$ cat src/rtl/nvdla_sdp_cq_fifo_param_if.sv
// Valid/ready bus between the SDP command-queue FIFO and its ig producer / eg consumer,
// including flush, runtime write limit and the registered status outputs.
interface nvdla_sdp_cq_fifo_param_if #(
   parameter int DATA_W = 14,
   parameter int DEPTH  = 128
);
   localparam int CW = $clog2(DEPTH + 2);

   logic              in_pvld;
   logic              in_prdy;
   logic [DATA_W-1:0] in_pd;
   logic              out_pvld;
   logic              out_prdy;
   logic [DATA_W-1:0] out_pd;
   logic              flush;
   logic [CW-1:0]     wr_limit;
   logic [CW-1:0]     fifo_count;
   logic              almost_full;

   modport master (
      output in_pvld, in_pd, out_prdy, flush, wr_limit,
      input  in_prdy, out_pvld, out_pd, fifo_count, almost_full
   );

   modport slave (
      input  in_pvld, in_pd, out_prdy, flush, wr_limit,
      output in_prdy, out_pvld, out_pd, fifo_count, almost_full
   );
endinterface

$ cat src/rtl/nvdla_sdp_cq_fifo_param.sv
// Parametrised single-clock valid/ready FIFO with registered output stage for SDP queues.
// Optional NVDLA_CQ_FIFO_BYPASS_EN lets a word skip the empty array straight into the output register.
module nvdla_sdp_cq_fifo_param #(
   parameter int DATA_W    = 14,
   parameter int DEPTH     = 128,
   parameter int AFULL_THR = DEPTH - 4
) (
   input logic                      nvdla_core_clk,
   input logic                      nvdla_core_rst,
   nvdla_sdp_cq_fifo_param_if.slave bus
);
   localparam int AW = $clog2(DEPTH);
   localparam int CW = $clog2(DEPTH + 2);
   localparam logic [CW-1:0] DEPTH_C = CW'(DEPTH);
   localparam logic [CW-1:0] AFULL_C = CW'(AFULL_THR);

   logic [DATA_W-1:0] mem_q [DEPTH];
   logic [AW-1:0]     wr_ptr_q, wr_ptr_d;
   logic [AW-1:0]     rd_ptr_q, rd_ptr_d;
   logic [CW-1:0]     arr_count_q, arr_count_d;
   logic              out_pvld_q, out_pvld_d;
   logic [DATA_W-1:0] out_pd_q, out_pd_d;
   logic              in_prdy_q, in_prdy_d;
   logic [CW-1:0]     fifo_count_q, fifo_count_d;
   logic              almost_full_q, almost_full_d;
   logic              push, pop_out, arr_pop, arr_push, byp;
   logic              clr;

   assign clr = nvdla_core_rst | bus.flush;

   always_comb begin
      push    = bus.in_pvld & in_prdy_q;
      pop_out = out_pvld_q & bus.out_prdy;
      arr_pop = (arr_count_q != '0) & (!out_pvld_q | bus.out_prdy);
`ifdef NVDLA_CQ_FIFO_BYPASS_EN
      byp     = push & (arr_count_q == '0) & (!out_pvld_q | bus.out_prdy);
`else
      byp     = 1'b0;
`endif
      arr_push = push & !byp;

      // Power-of-two depth: pointers wrap naturally; arr_count alone tells full from empty.
      wr_ptr_d    = wr_ptr_q + AW'(arr_push);
      rd_ptr_d    = rd_ptr_q + AW'(arr_pop);
      arr_count_d = arr_count_q + CW'(arr_push) - CW'(arr_pop);

      out_pvld_d = arr_pop | byp | (out_pvld_q & !pop_out);
      out_pd_d   = out_pd_q;
      if (arr_pop) begin
         out_pd_d = mem_q[rd_ptr_q];
      end else if (byp) begin
         out_pd_d = bus.in_pd;
      end

      in_prdy_d = (arr_count_d != DEPTH_C) &
                  !((bus.wr_limit != '0) & (arr_count_d >= bus.wr_limit));
      fifo_count_d  = arr_count_d + CW'(out_pvld_d);
      almost_full_d = (arr_count_d >= AFULL_C);
   end

   always_ff @(posedge nvdla_core_clk) begin
      if (clr) begin
         wr_ptr_q      <= '0;
         rd_ptr_q      <= '0;
         arr_count_q   <= '0;
         out_pvld_q    <= 1'b0;
         out_pd_q      <= '0;
         in_prdy_q     <= 1'b1;
         fifo_count_q  <= '0;
         almost_full_q <= 1'b0;
      end else begin
         wr_ptr_q      <= wr_ptr_d;
         rd_ptr_q      <= rd_ptr_d;
         arr_count_q   <= arr_count_d;
         out_pvld_q    <= out_pvld_d;
         out_pd_q      <= out_pd_d;
         in_prdy_q     <= in_prdy_d;
         fifo_count_q  <= fifo_count_d;
         almost_full_q <= almost_full_d;
      end
   end

   // Storage is not reset; a flush or reset cycle must not write the dropped word.
   always_ff @(posedge nvdla_core_clk) begin
      if (arr_push & !clr) begin
         mem_q[wr_ptr_q] <= bus.in_pd;
      end
   end

   assign bus.in_prdy     = in_prdy_q;
   assign bus.out_pvld    = out_pvld_q;
   assign bus.out_pd      = out_pd_q;
   assign bus.fifo_count  = fifo_count_q;
   assign bus.almost_full = almost_full_q;
endmodule
$ cat src/flat_wrapper.sv
// flat-port wrapper written by rule: the top's interface ports become plain ports
module nvdla_sdp_cq_fifo_param_flat 
#(
   parameter int DATA_W    = 14,
   parameter int DEPTH     = 128,
   parameter int AFULL_THR = DEPTH - 4
)
  (nvdla_core_clk, nvdla_core_rst, bus_in_pvld, bus_in_pd, bus_out_prdy, bus_flush, bus_wr_limit, bus_in_prdy, bus_out_pvld, bus_out_pd, bus_fifo_count, bus_almost_full);
  nvdla_sdp_cq_fifo_param_if #(.DATA_W(DATA_W), .DEPTH(DEPTH)) bus_i ();
  input logic nvdla_core_clk;
  input logic nvdla_core_rst;
  input wire logic [$bits(bus_i.in_pvld)-1:0] bus_in_pvld;
  input wire logic [$bits(bus_i.in_pd)-1:0] bus_in_pd;
  input wire logic [$bits(bus_i.out_prdy)-1:0] bus_out_prdy;
  input wire logic [$bits(bus_i.flush)-1:0] bus_flush;
  input wire logic [$bits(bus_i.wr_limit)-1:0] bus_wr_limit;
  output wire logic [$bits(bus_i.in_prdy)-1:0] bus_in_prdy;
  output wire logic [$bits(bus_i.out_pvld)-1:0] bus_out_pvld;
  output wire logic [$bits(bus_i.out_pd)-1:0] bus_out_pd;
  output wire logic [$bits(bus_i.fifo_count)-1:0] bus_fifo_count;
  output wire logic [$bits(bus_i.almost_full)-1:0] bus_almost_full;
  assign bus_i.in_pvld = bus_in_pvld;
  assign bus_i.in_pd = bus_in_pd;
  assign bus_i.out_prdy = bus_out_prdy;
  assign bus_i.flush = bus_flush;
  assign bus_i.wr_limit = bus_wr_limit;
  assign bus_in_prdy = bus_i.in_prdy;
  assign bus_out_pvld = bus_i.out_pvld;
  assign bus_out_pd = bus_i.out_pd;
  assign bus_fifo_count = bus_i.fifo_count;
  assign bus_almost_full = bus_i.almost_full;
  nvdla_sdp_cq_fifo_param #(.DATA_W(DATA_W), .DEPTH(DEPTH), .AFULL_THR(AFULL_THR)) u_core (.nvdla_core_clk(nvdla_core_clk), .nvdla_core_rst(nvdla_core_rst), .bus(bus_i));
endmodule
$ cat config.mk
export PLATFORM = sky130hd
export DESIGN_NAME = nvdla_sdp_cq_fifo_param_flat
export DESIGN_NICKNAME = d
export VERILOG_FILES = /design/src/rtl/nvdla_sdp_cq_fifo_param_if.sv /design/src/rtl/nvdla_sdp_cq_fifo_param.sv /design/src/flat_wrapper.sv
export SDC_FILE = /design/constraint.sdc
export NUM_CORES = 2
export LEC_CHECK = 0
export ABC_AREA = 1
export BUFFER_PORTS_ARGS = -buffer_cell sky130_fd_sc_hd__buf_2
export CAP_MARGIN = 30
export CORE_UTILIZATION = 40
export DETAILED_ROUTE_END_ITERATION = 6
export PLACE_DENSITY = 0.59
export SYNTH_ARGS = -nofsm -noshare
export SYNTH_HDL_FRONTEND = slang
export SYNTH_SLANG_ARGS = --single-unit
$ cat constraint.sdc
create_clock -name nvdla_core_clk -period 4.42 [get_ports nvdla_core_clk]
set_input_delay 0.442 -clock nvdla_core_clk [delete_from_list [all_inputs] [get_ports nvdla_core_clk]]
set_output_delay 0.442 -clock nvdla_core_clk [all_outputs]
set_load 0.005 [all_outputs]
Word-level counts from Yosys, hierarchy flattened

Memory sizes are Yosys's and may differ from the RTL's. A register that Yosys moved wholly into a read port is not among the register bits.
Cells that the tools add are included.

Add/subtract/negate cells: 5
$lt $le $gt $ge: 2
Equal/unequal tests: 1
Multiplexer cells: 2
Bitwise logic cells: 10
Reductions and logical operators: 6

Operator list:

| cell                                                                  | count |
|---|---|
| 8-bit by 1-bit adder with 8-bit output                                | 2 |
| 8-bit nonzero test                                                    | 2 |
| 7-bit by 1-bit adder with 7-bit output                                | 2 |
| 8-bit by 7-bit >= comparator with 1-bit output, second input constant | 1 |
| 8-bit >= comparator                                                   | 1 |
| 8-bit != test, second input constant                                  | 1 |
| 8-bit by 1-bit subtractor with 8-bit output                           | 1 |
| 1-bit bitwise AND                                                     | 7 |
| 1-bit zero test                                                       | 4 |
| 1-bit OR                                                              | 3 |
| 1-bit 2-to-1 mux                                                      | 2 |

Register bits: 33
Bits in writable memories: 1792
Input bits: 27
Output and inout bits: 25
Word-level logic and storage cells: 34
Memories: 1

Memories:

| memory       | words | bits a word | rd ports | clocked after Yosys merged registers in | write ports | RTL line                      | text |
|---|---|---|---|---|---|---|---|
| u_core.mem_q | 128   | 14          | 1        | 1                                       | 1           | nvdla_sdp_cq_fifo_param.sv:17 | `logic [DATA_W-1:0] mem_q [DEPTH];` |

Logic depth before layout (Yosys ltp)

Depth after elaboration: 8
Mapped depth: 24
Gate-level depth less buffers: 23

Least setup slack after synthesis

Ideal clock, no wire load.

Path type: register to register
From: reg u_core.arr_count_q[2]
To: reg u_core.in_prdy_q, in the netlist u_core.bus.in_prdy
Setup time: 124 ps
Arrival: 3438 ps
Data required time: 4296 ps
Setup slack: 858 ps
Cell stages (with the launch flop): 25
Path buffers: 1
Period minus slack after synthesis: 3562 ps
Path through: dfxtp_1 > inv_1 > ha_1 > nand4_1 > nand2_1 > inv_1 > clkbuf_1 > ha_1 > inv_1 > ha_1 > fa_1 > nand2_1 > inv_1 > o21ai_0 > nand2_1 > xor2_1 > inv_1 > ha_1 > nand2_1 > nor2_1 > nand4_1 > o2111ai_1 > o41ai_1 > o21ai_0 > nand2_1

Longest elaborated chain between the ends: 7
Elaborated cells on any way between the ends: 9
Those cells by class: add/sub (2); order compare (1); eq/ne (1); bitwise (3); reduce/logical (2)

Ends and longest elaborated chain:

| item                                          | RTL line                      | text |
|---|---|---|
| start, declared                               | nvdla_sdp_cq_fifo_param.sv:20 | `logic [CW-1:0] arr_count_q, arr_count_d;` |
| start signal, assigned                        | nvdla_sdp_cq_fifo_param.sv:74 | `arr_count_q <= arr_count_d;` |
| 8-bit nonzero test *                          | nvdla_sdp_cq_fifo_param.sv:34 | `arr_pop = (arr_count_q != '0) & (!out_pvld_q \| bus.out_prdy);` |
| 1-bit bitwise AND *                           | nvdla_sdp_cq_fifo_param.sv:34 |  |
| named net u_core.arr_pop                      | nvdla_sdp_cq_fifo_param.sv:26 | `logic push, pop_out, arr_pop, arr_push, byp;` |
| 8-bit by 1-bit subtractor with 8-bit output * | nvdla_sdp_cq_fifo_param.sv:45 | `arr_count_d = arr_count_q + CW'(arr_push) - CW'(arr_pop);` |
| named net u_core.arr_count_d[4]               | nvdla_sdp_cq_fifo_param.sv:20 |  |
| 8-bit >= comparator                           | nvdla_sdp_cq_fifo_param.sv:56 | `!((bus.wr_limit != '0) & (arr_count_d >= bus.wr_limit));` |
| 1-bit bitwise AND                             | nvdla_sdp_cq_fifo_param.sv:56 |  |
| 1-bit zero test                               | nvdla_sdp_cq_fifo_param.sv:56 |  |
| 1-bit bitwise AND *                           | nvdla_sdp_cq_fifo_param.sv:55 | `in_prdy_d = (arr_count_d != DEPTH_C) &` |
| end signal, assigned                          | nvdla_sdp_cq_fifo_param.sv:77 | `in_prdy_q <= in_prdy_d;` |
| end, declared                                 | nvdla_sdp_cq_fifo_param.sv:23 | `logic in_prdy_q, in_prdy_d;` |

The timed path passes the listed nets; every way through them passes the cells marked *.
A chain may end at the register's enable or synchronous reset.

Final worst setup path

From: reg u_core.arr_count_q[5]
To: reg u_core.in_prdy_q, in the netlist u_core.bus.in_prdy

Longest elaborated chain between the ends: 7
Elaborated cells on any way between the ends: 9
Those cells by class: add/sub (2); order compare (1); eq/ne (1); bitwise (3); reduce/logical (2)

Ends and longest elaborated chain:

| item                                          | RTL line |
|---|---|
| 8-bit nonzero test *                          | nvdla_sdp_cq_fifo_param.sv:34 |
| 1-bit bitwise AND *                           | nvdla_sdp_cq_fifo_param.sv:34 |
| 8-bit by 1-bit subtractor with 8-bit output * | nvdla_sdp_cq_fifo_param.sv:45 |
| named net u_core.arr_count_d[4]               | nvdla_sdp_cq_fifo_param.sv:20 |
| 8-bit >= comparator                           | nvdla_sdp_cq_fifo_param.sv:56 |
| 1-bit bitwise AND                             | nvdla_sdp_cq_fifo_param.sv:56 |
| 1-bit zero test                               | nvdla_sdp_cq_fifo_param.sv:56 |
| 1-bit bitwise AND *                           | nvdla_sdp_cq_fifo_param.sv:55 |

Marks and branches as above.

==> metrics.md <==
| Metric | Value |
|---|---|
| Syn_area_per_cell | 10.8 sq um |
| CTS root buf | clkbuf_16 |
| Seq/Total Area, Yosys | 0.706 |
| CTS tree | built |
| Largest cells by area after synthesis | edfxtp_1, nand2_1, nand3_1 |
| CP Max Fanout | 3 |
| Rows | ~160 |
| Clk pin slew, worst setup/hold paths | approximately 0.070 ns |
| Multiplexer area fraction after synthesis | 0 |
| Yosys reg bits | 1839 |
| Simple-gate portion of the synthesized area | 0.191 |
| Drt initial violations | 5493 |
| Post-DP HPWL | approximately 120000 um |
| Met2 wire length | 102000 um |
| Max Fclk | approximately 250 MHz |
| Worst setup SP type | flop |
| HP Class | in2reg |
| Die span in x | 442 um |
| Sink Count | about 1800 |
| Max cap viols | 0 |
| CTS buffer count | 192 |
| I/O pins | 52 |
| Yosys top cell by area | edfxtp_1 |
| Post-Synth XOR/XNOR Area | 0.000565 |
| RSZ-0062 raised after global routing | no |
| Clock Skew | 0.0424 ns |
| Post-synth cell types | 37 |
| Period utilization | 0.905 |
| Largest net degree at the start of global routing | 171 |
| H-tree Lvls | 4 |
| Die height | 442 um |
| Lkg Pwr | 33.3 nW |
| Commonest non-fill, non-tap cell in the layout | nand2_1 |
| Critical path's slowest cell | dlygate4sd3_1 |
| Post-Syn Instances | between 7000 and 8000 |
| Layout Area Growth over Synthesis | 12.3% |
| IR Drop Worst-Case VDD | about 410 uV |
| DRC errors left | 0 |
| Worst-Margin Slew | ~1.0 ns |
| First-pass GRT wire length | 317000 um |
| Max incr delay on CP | 0.55 ns |
| Proportion of layout cells with a drive suffix above 1 | 0.0735 |
| Data required time of the critical path | ~5.1 ns |
| Syn. warnings | 0 |
| Final ANT Viol Nets | 0 |
| Arrival time worst endpoint | roughly 4.7 ns |
| Via count | about 51000 |
| Final core utilization | 0.452 |
| Final hold violation count | 0 |
| Most frequent cells in the layout | nand2_1, edfxtp_1, nor2_1, nand3_1, inv_1 |
| Total GRT Usage | 0.216 |
| Syn nets | between 7000 and 8000 |
| Largest family of logic cells by synthesized area | simple AND/OR/NAND/NOR gates |
| Final min period | ~4.0 ns |
| Synth Area in Adders | 0.00413 |
| Nets@finish | between 7000 and 8000 |
| Post-DR wirelength/cell | ~22 um |
| Port Buffer Count | between 50 and 60 |
| Crit end category | flop |
| PwrDens | approximately 490 nW/um^2 |
| Die Footprint | roughly 200000 sq um |
| CTS Buffer Depth | 3 |
| Worst-path cell chain | inv_1, ha_1, nand4_1, nand2_1, inv_1, ha_1, inv_1, ha_1, fa_1, nand2_1, inv_1, o21ai_0, nand2_1, xor2_1, inv_1, ha_1, nand2_1, nor2_1, nand4_1, o2111ai_1, o41ai_1, dlygate4sd3_1, o21ai_0, nand2_1 |
| Clock Latency Late Sink | between 0.8 and 0.9 ns |
| M1 WL | roughly 90000 um |
| Outcome | finished, final reports clean |
| Core box area | between 150000 and 200000 sq um |
| Post-route setup TNS | 0 ns |
| Gpl congestion | about 0.9 |
| Uppermost layer routed | met4 |
| Synthesized area | roughly 78000 sq um |
| Total gr overflow | 0 |
| Crit path kind | reg2reg |
| Vias in the first global route | between 40000 and 50000 |
| Total routed wirelength | 215000 um |
| Final setup fails | 0 |
| Slew margin rel. | 0.303 |
| Initial antenna violation count | 5 |
| Slew Limit Fails | 0 |
| Post-synth top area share | 0.694 |
| Synth Area in Compound Gates | 0.0380 |
| Met3 WL | between 10000 and 15000 um |
| Vias per cell | 5.15 |
| Initial core utilization | 0.403 |
| TritonRoute pass-1 iters | 6 |
[kinds of logic (layout without fill, tap and decap cells)]
| kind of cell | Yosys count | count (layout) |
|---|---|---|
| AO/OA/AOI/OAI | 556 | 556 |
| XOR/XNOR | 5 | 5 |
| buffers and inverters | 1065 | 1297 |
| other | 0 | 4 |
| AND/OR/NAND/NOR | 3662 | 3662 |
| adder cells (fa/ha/maj) | 25 | 25 |
| flip-flops | 1839 | 1839 |
[timing repair]
action	4_1_cts	5_1_grt
setup buffers	0	0
resized for setup	0	0
hold endpoints to repair	24	0
setup endpoints to repair	0	0
hold buffers	3	0
[worst paths after layout]
kind                            cells past startpoint  slack (ns)             startpoint             endpoint
worst max-delay path                               24        0.42  u_core.arr_count_q[5]   u_core.bus.in_prdy
worst min-delay path                                1        0.06           bus_in_pd[4]  u_core.mem_q[22][4]
worst max register to register                     24        0.42  u_core.arr_count_q[5]   u_core.bus.in_prdy
worst min register to register                      1        0.54     u_core.wr_ptr_q[5]   u_core.wr_ptr_q[5]
[metrics by stage]
step                      power (mW)  hold slack [ns]  setup slack, ns  instances  cell area, sq um
after floorplan                 25.0            0.479            0.858       7152             77500
after global placement          27.3            0.499            0.772       9558             80900
after detailed placement        27.3            0.509            0.832       9559             80900
after CTS                       43.0           0.0438            0.402       9910             87100
after global routing            44.5           0.0500           0.0195       9912             87100
final                           42.7           0.0585            0.418       9914             87100
[report_power, final]
part,switching [mW],internal (mW)
Combinational,5.43,2.16
Sequential,0.141,19.2
Clock,6.83,8.96
[critical path, delay by kind of cell, from the launching register on]
family | cells | cell delay (ns)
AND/OR/NAND/NOR | 8 | 0.68
AO/OA/AOI/OAI | 4 | 0.45
XOR/XNOR | 1 | 0.18
adder cells (fa/ha/maj) | 5 | 1.34
flip-flops | 1 | 0.31
buffers and inverters | 6 | 0.89
[Yosys cell counts]
| cell | n |
|---|---|
| inv_8 | 1 |
| and3_1 | 19 |
| buf_6 | 45 |
| nor2_1 | 883 |
| nor3_1 | 8 |
| dfxtp_1 | 47 |
| o21bai_1 | 1 |
| inv_2 | 4 |
| nand3_1 | 749 |
| nor4_1 | 1 |
| a21oi_1 | 98 |
| fa_1 | 1 |
| clkinv_1 | 1 |
| edfxtp_1 | 1792 |
| nand4_1 | 11 |
| o21ai_0 | 361 |
| a211oi_1 | 1 |
| xor2_1 | 2 |
| nand2_2 | 1 |
| buf_8 | 2 |
| buf_2 | 127 |
| o41ai_1 | 1 |
| xnor2_1 | 3 |
| a21oi_2 | 3 |
| a31oi_1 | 1 |
| buf_1 | 52 |
| o2111ai_1 | 1 |
| o211ai_1 | 53 |
| buf_12 | 2 |
| clkbuf_1 | 121 |
| nor2_2 | 1 |
| a2111oi_0 | 1 |
| inv_1 | 669 |
| o21ai_1 | 35 |
| buf_4 | 41 |
| ha_1 | 24 |
| nand2_1 | 1989 |
[area by class of cell]
class                           instances  area, sq um
Timing Repair Buffer                  274         2370
Tap cell                             2526         3160
Fill cell                           17600       106000
Clock inverter                         99          980
Clock buffer                          249         5120
Sequential cell                      1839        54800
Antenna cell                            4         10.0
Inverter                              675         2580
Multi-Input combinational cell       4248        18100
[per-layer routing]
layer,GRT usage,vias up
met1,0.291,25000
met2,0.353,1767
met4,0.0868,0
met5,0,-
li1,-,24000
met3,0.0306,333
[flip-flops by register name, indices dropped and copies added, names as in the netlist]
register	count
u_core.mem_q	1792
u_core.bus.out_pvld	1
u_core.bus.fifo_count	8
u_core.arr_count_q	8
u_core.wr_ptr_q	7
u_core.rd_ptr_q	7
u_core.bus.in_prdy	1
u_core.bus.out_pd	14
u_core.bus.almost_full	1
(Power assumes the default switching activity.)
